[config.mk]
export PLATFORM = sky130hd
export DESIGN_NAME = matrix_input_assembler_flat
export DESIGN_NICKNAME = d
export VERILOG_FILES = /design/src/rtl/matrix_input_assembler_pkg.sv /design/src/rtl/matrix_input_assembler_if.sv /design/src/rtl/matrix_input_timeout.sv /design/src/rtl/matrix_input_assembler.sv /design/src/flat_wrapper.sv
export SDC_FILE = /design/constraint.sdc
export NUM_CORES = 1
export LEC_CHECK = 0
export BUFFER_PORTS_ARGS = -buffer_cell sky130_fd_sc_hd__buf_2
export CORE_ASPECT_RATIO = 0.5
export CORE_MARGIN = 10
export CORE_UTILIZATION = 45
export DETAILED_ROUTE_END_ITERATION = 8
export PLACE_DENSITY = 0.62
export SYNTH_ARGS = -nofsm -noshare
export SYNTH_HDL_FRONTEND = slang
export SYNTH_SLANG_ARGS = --single-unit
[constraint.sdc]
create_clock -name clk -period 4.2 [get_ports clk]
set_input_delay 0.21 -clock clk [delete_from_list [all_inputs] [get_ports clk]]
set_output_delay 0.21 -clock clk [all_outputs]
set_load 0.01 [all_outputs]
[src/rtl/matrix_input_assembler_pkg.sv]
// Shared constants, FSM state encoding and error codes for the matrix input assembler.
package matrix_pkg;

  localparam int MAX_DIM    = 5;
  localparam int MAX_ELEM   = 25;
  localparam int ELEM_WIDTH = 8;
  localparam int MAT_BUS_W  = MAX_ELEM * ELEM_WIDTH;

  typedef enum logic [1:0] {
    IDLE     = 2'd0,
    GET_Y    = 2'd1,
    GET_ELEM = 2'd2,
    COMMIT   = 2'd3
  } state_t;

  localparam logic [1:0] ERR_NONE    = 2'd0;
  localparam logic [1:0] ERR_DIM     = 2'd1;
  localparam logic [1:0] ERR_VAL     = 2'd2;
  localparam logic [1:0] ERR_TIMEOUT = 2'd3;

  function automatic logic dim_ok(input logic [7:0] d);
    return (d != 8'd0) && (d <= 8'(MAX_DIM));
  endfunction

endpackage

[src/rtl/matrix_input_assembler_if.sv]
// Byte-stream input handshake plus store-write and status outputs of the assembler.
interface matrix_input_assembler_if;
  import matrix_pkg::*;

  logic                 in_valid;
  logic [7:0]           in_data;
  logic                 in_ready;
  logic                 abort;
  logic                 wr_en;
  logic [7:0]           dim_x;
  logic [7:0]           dim_y;
  logic [MAT_BUS_W-1:0] wr_data;
  logic                 busy;
  logic                 err;
  logic [1:0]           err_code;

  modport slave (
    input  in_valid, in_data, abort,
    output in_ready, wr_en, dim_x, dim_y, wr_data, busy, err, err_code
  );

  modport master (
    output in_valid, in_data, abort,
    input  in_ready, wr_en, dim_x, dim_y, wr_data, busy, err, err_code
  );

endinterface

[src/rtl/matrix_input_timeout.sv]
// Inter-byte watchdog: down-counter reloaded on clear or when disabled, expires at terminal count.
module matrix_input_timeout #(
  parameter int unsigned LIMIT = 50000000
) (
  input  logic clk,
  input  logic rst_n,
  input  logic en,
  input  logic clr,
  output logic expire
);

  logic [31:0] cnt;

  // A clear in the terminal cycle wins, so a late byte is never flagged.
  assign expire = (LIMIT != 0) && en && !clr && (cnt == 32'd1);

  always_ff @(posedge clk or negedge rst_n) begin
    if (!rst_n) begin
      cnt <= '0;
    end else if (!en || clr) begin
      cnt <= LIMIT;
    end else if (cnt != 32'd0) begin
      cnt <= cnt - 32'd1;
    end
  end

endmodule

[src/rtl/matrix_input_assembler.sv]
// Parses a dimX/dimY header and dimX*dimY row-major bytes, then strobes one packed matrix to the store.
//   state    | meaning
//   IDLE     | waiting for dimX byte
//   GET_Y    | waiting for dimY byte
//   GET_ELEM | collecting elements into the working buffer
//   COMMIT   | wr_en high, input stalled for one cycle
module matrix_input_assembler
  import matrix_pkg::*;
#(
  parameter int unsigned MAX_VAL     = 255,
  parameter int unsigned TIMEOUT_CYC = 50000000
) (
  input  logic                      clk,
  input  logic                      rst_n,
  matrix_input_assembler_if.slave   bus
);

  state_t               state;
  logic [7:0]           dx_q;
  logic [7:0]           dy_q;
  logic [4:0]           cnt_q;
  logic [4:0]           total_q;
  logic [MAT_BUS_W-1:0] elem_buf;
  logic [MAT_BUS_W-1:0] next_buf;
  logic [4:0]           total_w;
  logic                 fire;
  logic                 val_bad;
  logic                 tmo_en;
  logic                 expire;

  logic                 wr_en_q;
  logic [7:0]           dim_x_q;
  logic [7:0]           dim_y_q;
  logic [MAT_BUS_W-1:0] wr_data_q;
  logic                 err_q;
  logic [1:0]           err_code_q;

  assign fire    = bus.in_valid & bus.in_ready;
  assign val_bad = {24'd0, bus.in_data} > MAX_VAL;
  assign total_w = {2'b00, dx_q[2:0]} * {2'b00, bus.in_data[2:0]};
  assign tmo_en  = (state == GET_Y) || (state == GET_ELEM);

  always_comb begin
    next_buf = elem_buf;
    next_buf[cnt_q*ELEM_WIDTH +: ELEM_WIDTH] = bus.in_data;
  end

  matrix_input_timeout #(.LIMIT(TIMEOUT_CYC)) u_timeout (
    .clk    (clk),
    .rst_n  (rst_n),
    .en     (tmo_en),
    .clr    (fire | bus.abort),
    .expire (expire)
  );

  always_ff @(posedge clk or negedge rst_n) begin
    if (!rst_n) begin
      state      <= IDLE;
      dx_q       <= '0;
      dy_q       <= '0;
      cnt_q      <= '0;
      total_q    <= '0;
      elem_buf   <= '0;
      wr_en_q    <= 1'b0;
      dim_x_q    <= '0;
      dim_y_q    <= '0;
      wr_data_q  <= '0;
      err_q      <= 1'b0;
      err_code_q <= ERR_NONE;
    end else begin
      wr_en_q <= 1'b0;
      err_q   <= 1'b0;
      case (state)
        IDLE: begin
          if (fire) begin
            dx_q     <= bus.in_data;
            elem_buf <= '0;
            state    <= GET_Y;
          end
        end
        GET_Y: begin
          if (bus.abort) begin
            state <= IDLE;
          end else if (fire) begin
            dy_q <= bus.in_data;
            if (!dim_ok(dx_q) || !dim_ok(bus.in_data)) begin
              err_q      <= 1'b1;
              err_code_q <= ERR_DIM;
              state      <= IDLE;
            end else begin
              cnt_q   <= '0;
              total_q <= total_w;
              state   <= GET_ELEM;
            end
          end else if (expire) begin
            err_q      <= 1'b1;
            err_code_q <= ERR_TIMEOUT;
            state      <= IDLE;
          end
        end
        GET_ELEM: begin
          if (bus.abort) begin
            state <= IDLE;
          end else if (fire) begin
            if (val_bad) begin
              err_q      <= 1'b1;
              err_code_q <= ERR_VAL;
              state      <= IDLE;
            end else begin
              elem_buf <= next_buf;
              cnt_q    <= cnt_q + 5'd1;
              // Outputs load on the last fire so wr_en is visible during COMMIT.
              if (cnt_q == total_q - 5'd1) begin
                wr_en_q   <= 1'b1;
                dim_x_q   <= dx_q;
                dim_y_q   <= dy_q;
                wr_data_q <= next_buf;
                state     <= COMMIT;
              end
            end
          end else if (expire) begin
            err_q      <= 1'b1;
            err_code_q <= ERR_TIMEOUT;
            state      <= IDLE;
          end
        end
        COMMIT:  state <= IDLE;
        default: state <= IDLE;
      endcase
    end
  end

  assign bus.in_ready = (state != COMMIT);
  assign bus.busy     = (state != IDLE);
  assign bus.wr_en    = wr_en_q;
  assign bus.dim_x    = dim_x_q;
  assign bus.dim_y    = dim_y_q;
  assign bus.wr_data  = wr_data_q;
  assign bus.err      = err_q;
  assign bus.err_code = err_code_q;

endmodule

[src/flat_wrapper.sv]
// flat-port wrapper written by rule: the top's interface ports become plain ports
module matrix_input_assembler_flat import matrix_pkg::*;
#(
  parameter int unsigned MAX_VAL     = 255,
  parameter int unsigned TIMEOUT_CYC = 50000000
)
  (clk, rst_n, bus_in_valid, bus_in_data, bus_abort, bus_in_ready, bus_wr_en, bus_dim_x, bus_dim_y, bus_wr_data, bus_busy, bus_err, bus_err_code);
  matrix_input_assembler_if bus_i ();
  input  logic clk;
  input  logic rst_n;
  input wire logic [$bits(bus_i.in_valid)-1:0] bus_in_valid;
  input wire logic [$bits(bus_i.in_data)-1:0] bus_in_data;
  input wire logic [$bits(bus_i.abort)-1:0] bus_abort;
  output wire logic [$bits(bus_i.in_ready)-1:0] bus_in_ready;
  output wire logic [$bits(bus_i.wr_en)-1:0] bus_wr_en;
  output wire logic [$bits(bus_i.dim_x)-1:0] bus_dim_x;
  output wire logic [$bits(bus_i.dim_y)-1:0] bus_dim_y;
  output wire logic [$bits(bus_i.wr_data)-1:0] bus_wr_data;
  output wire logic [$bits(bus_i.busy)-1:0] bus_busy;
  output wire logic [$bits(bus_i.err)-1:0] bus_err;
  output wire logic [$bits(bus_i.err_code)-1:0] bus_err_code;
  assign bus_i.in_valid = bus_in_valid;
  assign bus_i.in_data = bus_in_data;
  assign bus_i.abort = bus_abort;
  assign bus_in_ready = bus_i.in_ready;
  assign bus_wr_en = bus_i.wr_en;
  assign bus_dim_x = bus_i.dim_x;
  assign bus_dim_y = bus_i.dim_y;
  assign bus_wr_data = bus_i.wr_data;
  assign bus_busy = bus_i.busy;
  assign bus_err = bus_i.err;
  assign bus_err_code = bus_i.err_code;
  matrix_input_assembler #(.MAX_VAL(MAX_VAL), .TIMEOUT_CYC(TIMEOUT_CYC)) u_core (.clk(clk), .rst_n(rst_n), .bus(bus_i));
endmodule
==> metrics.yaml, run 1 <==
grt:
  grtUsageMet2_pct: 33.4
  grt_max_degree: 142
  antenna_found_initial: 2
  grt_pass1_wl_um: 94500
  use_met1_pct: 28.3
  track_usage_pct: 20.6
  busiest_layer: "met2"
  use_met3_pct: 4.19
  grt_pass1_vias: 15800
  overflow: 0
clock_network:
  cts_resized: 0
  numCtsBuffers: 45
  cts_tree: "built"
  htreeDepth: 2
  clk_pin_slew_ns: 0.06
  numClockSinks: 480
  clk_latency_ns: 0.57
  hold_buffers: 2
  cts_root_buf: "clkbuf_16"
  postCtsSetupBuffers: 0
  cts_buffer_depth: 3
setup_path:
  r2r_slack_ns: 0.70
  crit_slowest_cell: "xor2_1"
  start_kind: "flop"
  path_delay_family: "XOR/XNOR gates"
  cp_num_buf_inv: 1
  end_kind: "flop"
  arrival_ns: 4.00
  crit_fanout: 12
  reg2regPathDepth: 7
  cp_cell_sequence: "inv_1 -> ha_1 -> xor2_1 -> nor2_1 -> and3_1 -> o21ai_1 -> a22o_1"
  worstPathRequired_ns: 4.70
  r2r-end: "u_core.elem_buf[72]"
  path_class: "reg2reg"
  crit_path_max_incr_delay_ns: 0.84
  reg2reg_from: "u_core.cnt_q[0]"
drt:
  finalWirelength_um: 59500
  via_per_inst: 5.66
  drc: 0
  drt_pass1_iterations: 5
  drtIter0Drc: 1311
  routedWlPerCell_um: 21.7
  drtAntennaViolNets: 0
  via_count: 15600
yosys:
  syn_area_per_cell_um2: 11.1
  ys.flop_type: "dfrtp_1"
  synth_area_um2: 21200
  syn-num-nets: 1948
  yosys.area.top_type: "dfrtp_1"
  synth-edff-count: 0
  synth_cell_types: 65
  synth_top_area_share_pct: 56.5
  synth.yosys.seq_area_share_pct: 56.5
  ys_top_cells_by_area: "dfrtp_1, mux2i_1, o21ai_0, nand2_1, a22o_1"
  syn_inst: 1921
  ys_warn_count: 0
  ys_seq_elements: 480
  async_flop_share_pct: 100
status:
  status: "finished clean"
floorplanning:
  ios: 234
  die_y_um: 174
  start_util_pct: 45.5
  die-area_um2: 56800
  die_w_um: 327
  coreArea_um2: 46700
  row_count: 56
min_path:
  hold_depth: 3
  hp-class: "in2reg"
  hp-start: "bus_abort"
  holdPathEnd: "u_core.state[1]"
pwr:
  p_leak_nw: 11.2
  peakVddDrop_uv: 335
  p_total_mw: 11.3
  powerDensity_nw_per_um2: 464
finish:
  regArea_um2: 12000
  syn_to_final_growth_pct: 15.1
  nets: 2102
  multiInputGateArea_um2: 8570
  drive_above_1_share_pct: 19.7
  fill_cells: 4203
timing:
  fin_skew_ns: 0.0218
  setup_viol: 0
  fmax_ghz: 0.286
  tns_ns: 0
  slew_headroom_pct: 22.4
  layout_min_cycle_time_ns: 3.50
  worst-slew-pin-transition_ns: 1.16
  finalHoldViolations: 0
  slew_viol_final: 0
  fin_crit_sh_pct: 83.3
  rsz0062_at_grt: "false"
placed_design:
  portBuffers: 233
  gp_congestion: 0.798
  dp_hpwl_um: 39800
job:
  max_cap_viol_count: 0
[synth_stat cells (5+ instances only)]
library cell,instances
dfrtp_1,480
nand2_1,250
o21ai_0,216
mux2i_1,147
clkbuf_1,128
a22o_1,104
o2bb2ai_1,98
nor2_1,38
a22oi_1,34
mux2_2,34
and2_1,29
nand3_1,28
buf_2,26
a32oi_1,24
inv_1,23
a21oi_1,20
and3_1,20
or4_1,19
o21ai_1,16
ha_1,13
nor3_1,13
o31ai_1,13
or3_1,13
xor2_1,10
and2_0,9
nor4_1,9
a21bo_2,8
nand2b_1,7
nand4_1,7
or2_2,7
xnor2_1,7
o211ai_1,5
[worst max path at each step]
stage	cells past startpoint	slack (ns)	from	to
global placement	9	0.95	u_core.cnt_q[0]	u_core.elem_buf[43]
floorplan	10	1.19	u_core.cnt_q[0]	u_core.elem_buf[168]
finish	7	0.70	u_core.cnt_q[0]	u_core.elem_buf[72]
detailed placement	9	0.75	u_core.cnt_q[0]	u_core.elem_buf[45]
CTS	9	0.74	u_core.cnt_q[0]	u_core.elem_buf[45]
global route	7	0.43	u_core.cnt_q[0]	u_core.elem_buf[79]
[area by class of cell]
class                   count  area share (%)
flip-flops and latches    480            49.1
multi-input cells        1259            35.1
repair buffers            266            6.15
clock buffers              63            5.33
well taps                 638            3.27
clock inverters            16           0.696
inverters                  23           0.353
diodes                      2          0.0205
[worst min-delay path, stage by stage]
cell,delay [ns]
buf_2,0.17
a2111oi_0,0.08
o2bb2ai_1,0.12
[where the power goes]
group          switching [mW]  leakage [nW]  internal, mW
clock network            1.80         0.725          2.35
logic                    1.68          3.90         0.645
registers               0.119          6.60          4.74
total                    3.60          11.2          7.73
[per-layer routing]
layer,part of all wire (%),vias up
li1,-,7302
met3,5.4,71
met1,46,7795
met2,47,386
met4,1.7,2
met5,0.020,-
[metrics by stage]
stage / hold slack (ns) / utilization, % / setup WS [ns] / cell area, um2 / cells
final: 0.0659 / 52.3 / 0.703 / 24400 / 2747
after global routing: 0.0832 / 52.3 / 0.434 / 24400 / 2745
after CTS: 0.0472 / 52.3 / 0.741 / 24400 / 2745
after detailed placement: 0.329 / 49.1 / 0.754 / 22900 / 2664
after global placement: 0.323 / 49.1 / 0.952 / 22900 / 2664
after floorplan: -0.0856 / - / 1.19 / 21200 / 1921
[registers in the layout, indices dropped and copies added, names as in the netlist]
register              cells
u_core.u_timeout.cnt     32
u_core.bus.err            1
u_core.dy_q               8
u_core.bus.err_code       2
u_core.total_q            5
u_core.bus.dim_y          8
u_core.elem_buf         200
u_core.cnt_q              5
u_core.dx_q               8
u_core.bus.wr_data      200
u_core.bus.wr_en          1
u_core.state              2
u_core.bus.dim_x          8
[logic make-up after synthesis]
group                    share of synthesized area [%]
flip-flops                                        56.5
XOR/XNOR                                         0.701
adder cells (fa/ha/maj)                          0.954
multiplexers                                      8.73
AND/OR/NAND/NOR                                   10.7
buffers and inverters                             3.52
AO/OA/AOI/OAI                                     18.9
[layout by cell type (no fill, tap or decap), types with 5 or more instances in the layout]
master	instances
a21bo_2	8
a21oi_1	19
a22o_1	104
a22oi_1	34
a32oi_1	24
and2_0	9
and2_1	29
and3_1	20
buf_12	6
buf_2	232
buf_4	25
clkbuf_1	7
clkbuf_16	45
clkbuf_8	11
clkinv_2	8
dfrtp_1	480
ha_1	13
inv_1	23
mux2_2	34
mux2i_1	147
nand2_1	250
nand2b_1	7
nand3_1	28
nand4_1	7
nor2_1	36
nor3_1	12
nor4_2	6
o211ai_1	5
o21ai_0	216
o21ai_1	16
o2bb2ai_1	98
o31ai_1	13
or2_2	7
or3_1	13
or4_1	19
xnor2_1	7
xor2_1	10
No activity file was read; power rests on OpenSTA's default activity.
==> inputs of run 2 (changes only) <==
--- a/config.mk
+++ b/config.mk
@@ -10,7 +10,7 @@
 export CORE_MARGIN = 10
 export CORE_UTILIZATION = 45
 export DETAILED_ROUTE_END_ITERATION = 8
-export PLACE_DENSITY = 0.62
+export PLACE_DENSITY = 0.64
 export SYNTH_ARGS = -nofsm -noshare
 export SYNTH_HDL_FRONTEND = slang
 export SYNTH_SLANG_ARGS = --single-unit
==> constraint.sdc (replaced) <==
create_clock -name clk -period 2.9 [get_ports clk]
set_input_delay 0.145 -clock clk [delete_from_list [all_inputs] [get_ports clk]]
set_output_delay 0.145 -clock clk [all_outputs]
set_load 0.01 [all_outputs]
==> run 2 against run 1 <==
Against the previous run: maximum frequency increased by 25%; routed wire length increased by 1.0%; critical endpoint is now u_core.elem_buf[40]; global-route usage increased by 0.14 points; final cell count increased by 2.3%; via count increased by 2.2%; clock skew decreased by 0.0019 ns; clock power increased by 48%; setup slack got worse by 0.60 ns; highest routed layer is now met4.
==> metrics.yaml, run 2 (synthesis results as in run 1) <==
status:
  status: "finished clean"  # unchanged
grt:
  grtUsageMet2_pct: 34.5  # was 33.4%
  use_met1_pct: 27.6  # was 28.3%
  overflow: 0  # unchanged
  use_met3_pct: 3.87  # was 4.19%
  grt_pass1_wl_um: 95000  # was 94500 um
  busiest_layer: "met2"  # unchanged
  track_usage_pct: 20.7  # was 20.6%
  antenna_found_initial: 0  # was 2
  grt_pass1_vias: 16000  # was 15800
  grt_max_degree: 247  # was 142
finish:
  antennaDiodeCount: 0  # was 2
  drive_above_1_share_pct: 22.7  # was 19.7%
  layout_common_cells: "dfrtp_1, nand2_1, buf_2"  # unchanged
  nets: 2165  # was 2102
  post-route-util_pct: 53.8  # was 52.3%
  fill_cells: 4177  # was 4203
  syn_to_final_growth_pct: 18.2  # was 15.1%
  final_common_cell: "dfrtp_1"  # unchanged
placed_design:
  portBuffers: 233  # unchanged
  dp_hpwl_um: 41500  # was 39800 um
  gp_congestion: 0.870  # was 0.798
floorplanning:
  row_count: 56  # unchanged
  die_y_um: 174  # unchanged
  start_util_pct: 45.5  # unchanged
  die-area_um2: 56800  # unchanged
  coreArea_um2: 46700  # unchanged
  ios: 234  # unchanged
  die_w_um: 327  # unchanged
min_path:
  hp-class: "in2reg"  # unchanged
setup_path:
  r2r_slack_ns: 0.10  # was 0.70 ns
  path_class: "reg2reg"  # unchanged
  start_kind: "flop"  # unchanged
  crit_slowest_cell: "or4b_2"  # was xor2_1
  crit_path_max_incr_delay_ns: 0.68  # was 0.84 ns
  cp_cell_sequence: "inv_1 -> ha_2 -> or4b_2 -> o2111a_1 -> buf_4 -> and3_1 -> and2_0 -> a22o_1"  # was inv_1 -> ha_1 -> xor2_1 -> nor2_1 -> and3_1 -> o21ai_1 -> a22o_1
  end_kind: "flop"  # unchanged
  worstPathRequired_ns: 3.36  # was 4.70 ns
  crit_fanout: 13  # was 12
  arrival_ns: 3.26  # was 4.00 ns
timing:
  rsz0062_at_grt: "false"  # unchanged
  layout_min_cycle_time_ns: 2.80  # was 3.50 ns
  finalHoldViolations: 0  # unchanged
  fmax_ghz: 0.357  # was 0.286 GHz
  setup_viol: 0  # unchanged
  slew_viol_final: 0  # unchanged
  fin_crit_sh_pct: 96.5  # was 83.3%
  fin_skew_ns: 0.0198  # was 0.0218 ns
  whs_ns: 0.0431  # was 0.0659 ns
  slew_headroom_pct: 38.8  # was 22.4%
  worst-slew-pin-transition_ns: 0.915  # was 1.16 ns
pwr:
  powerDensity_nw_per_um2: 674  # was 464 nW/um2
  switching_share_pct: 31.7  # was 31.8%
  seq_power_share_pct: 41.5  # was 42.8%
  peakVddDrop_uv: 370  # was 335 uV
  power_frac_comb_pct: 22.2  # was 20.5%
  switchingPower_mw: 5.36  # was 3.60 mW
  clock_power_share_pct: 36.3  # was 36.7%
  power.internal_mw: 11.6  # was 7.73 mW
  p_leak_nw: 11.6  # was 11.2 nW
drt:
  via_per_inst: 5.66  # about the same
  finalWirelength_um: 60100  # was 59500 um
  drc: 0  # unchanged
  drt_pass1_iterations: 5  # unchanged
  drtIter0Drc: 1234  # was 1311
  drtAntennaViolNets: 0  # unchanged
  via_count: 15900  # was 15600
  routedWlPerCell_um: 21.4  # was 21.7 um
clock_network:
  numCtsBuffers: 44  # was 45
  clk_pin_slew_ns: 0.07  # was 0.06 ns
  cts_root_buf: "clkbuf_16"  # unchanged
  cts_buffer_depth: 3  # unchanged
  cts_tree: "built"  # unchanged
  clk_latency_ns: 0.57  # about the same
  numClockSinks: 480  # unchanged
  htreeDepth: 2  # unchanged
job:
  max_cap_viol_count: 0  # unchanged
==> run 2: routing by layer <==
| layer | wire, um | part of all wire, % | up-vias |
|---|---|---|---|
| li1 | - | - | 7442 |
| met3 | 3350 | 5.6 | 84 |
| met1 | 26200 | 44 | 7959 |
| met2 | 29200 | 49 | 407 |
| met4 | 1340 | 2.2 | 0 |
| met5 | 0 | 0 | - |
==> run 2: critical path: cells and delay by family (launching register included) <==
kind	cells	cell delay, ns
AOI/OAI and AO/OA	2	0.49
adders and majority gates	1	0.25
buffers and inverters	2	0.33
and+or+nand+nor	3	1.23
DFF	1	0.39
==> run 2: stage by stage <==
| stage | instances | TNS (ns) | power [mW] | cell area, um2 | setup slack (ns) |
|---|---|---|---|---|---|
| floorplan | 1921 | 0 | 9.37 | 21300 | 0.0781 |
| global placement | 2725 | 0 | 10.7 | 23500 | 0.0277 |
| detailed placement | 2725 | -0.455 | 10.8 | 23500 | -0.0770 |
| CTS | 2809 | 0 | 16.9 | 25000 | 0.0476 |
| global route | 2809 | 0 | 17.6 | 25100 | 0.000847 |
| finish | 2809 | 0 | 16.9 | 25100 | 0.101 |
==> run 2: layout make-up <==
class	count	area (um2)	area share, %
inverter	23	86.3	0.344
tap	638	798	3.18
multi-input combinational	1259	8680	34.5
sequential	480	12000	47.8
clock inverter	17	230	0.916
timing repair buffer	330	2060	8.19
clock buffer	62	1260	5.02
==> run 2: worst paths after layout <==
path	startpoint	endpoint	depth (start not counted)
min in group asynchronous	rst_n	u_core.bus.wr_en	2
worst max register to register	u_core.cnt_q[0]	u_core.elem_buf[40]	8
max in group asynchronous	rst_n	u_core.bus.wr_data[17]	3
worst min-delay path	bus_in_data[1]	u_core.elem_buf[1]	2
worst min register to register	u_core.bus.wr_data[114]	u_core.bus.wr_data[114]	2
worst max-delay path	u_core.cnt_q[0]	u_core.elem_buf[40]	8
==> run 2: power groups by stage <==
stage | clock, mW | sequential (mW) | combinational, mW
6_report | 6.14 | 7.02 | 3.77
4_1_cts | 6.25 | 7.02 | 3.62
2_1_floorplan | 0 | 7.09 | 2.28
5_1_grt | 6.53 | 7.04 | 4.06
3_3_place_gp | 0 | 7.14 | 3.58
3_5_place_dp | 0 | 7.15 | 3.60
==> run 2: timing repair <==
item,CTS,global route
endpoints found under the hold margin,91,0
gates cloned,0,0
hold buffers,5,0
buffers inserted,0,0
resized for setup,1,30
setup endpoints to repair,8,161
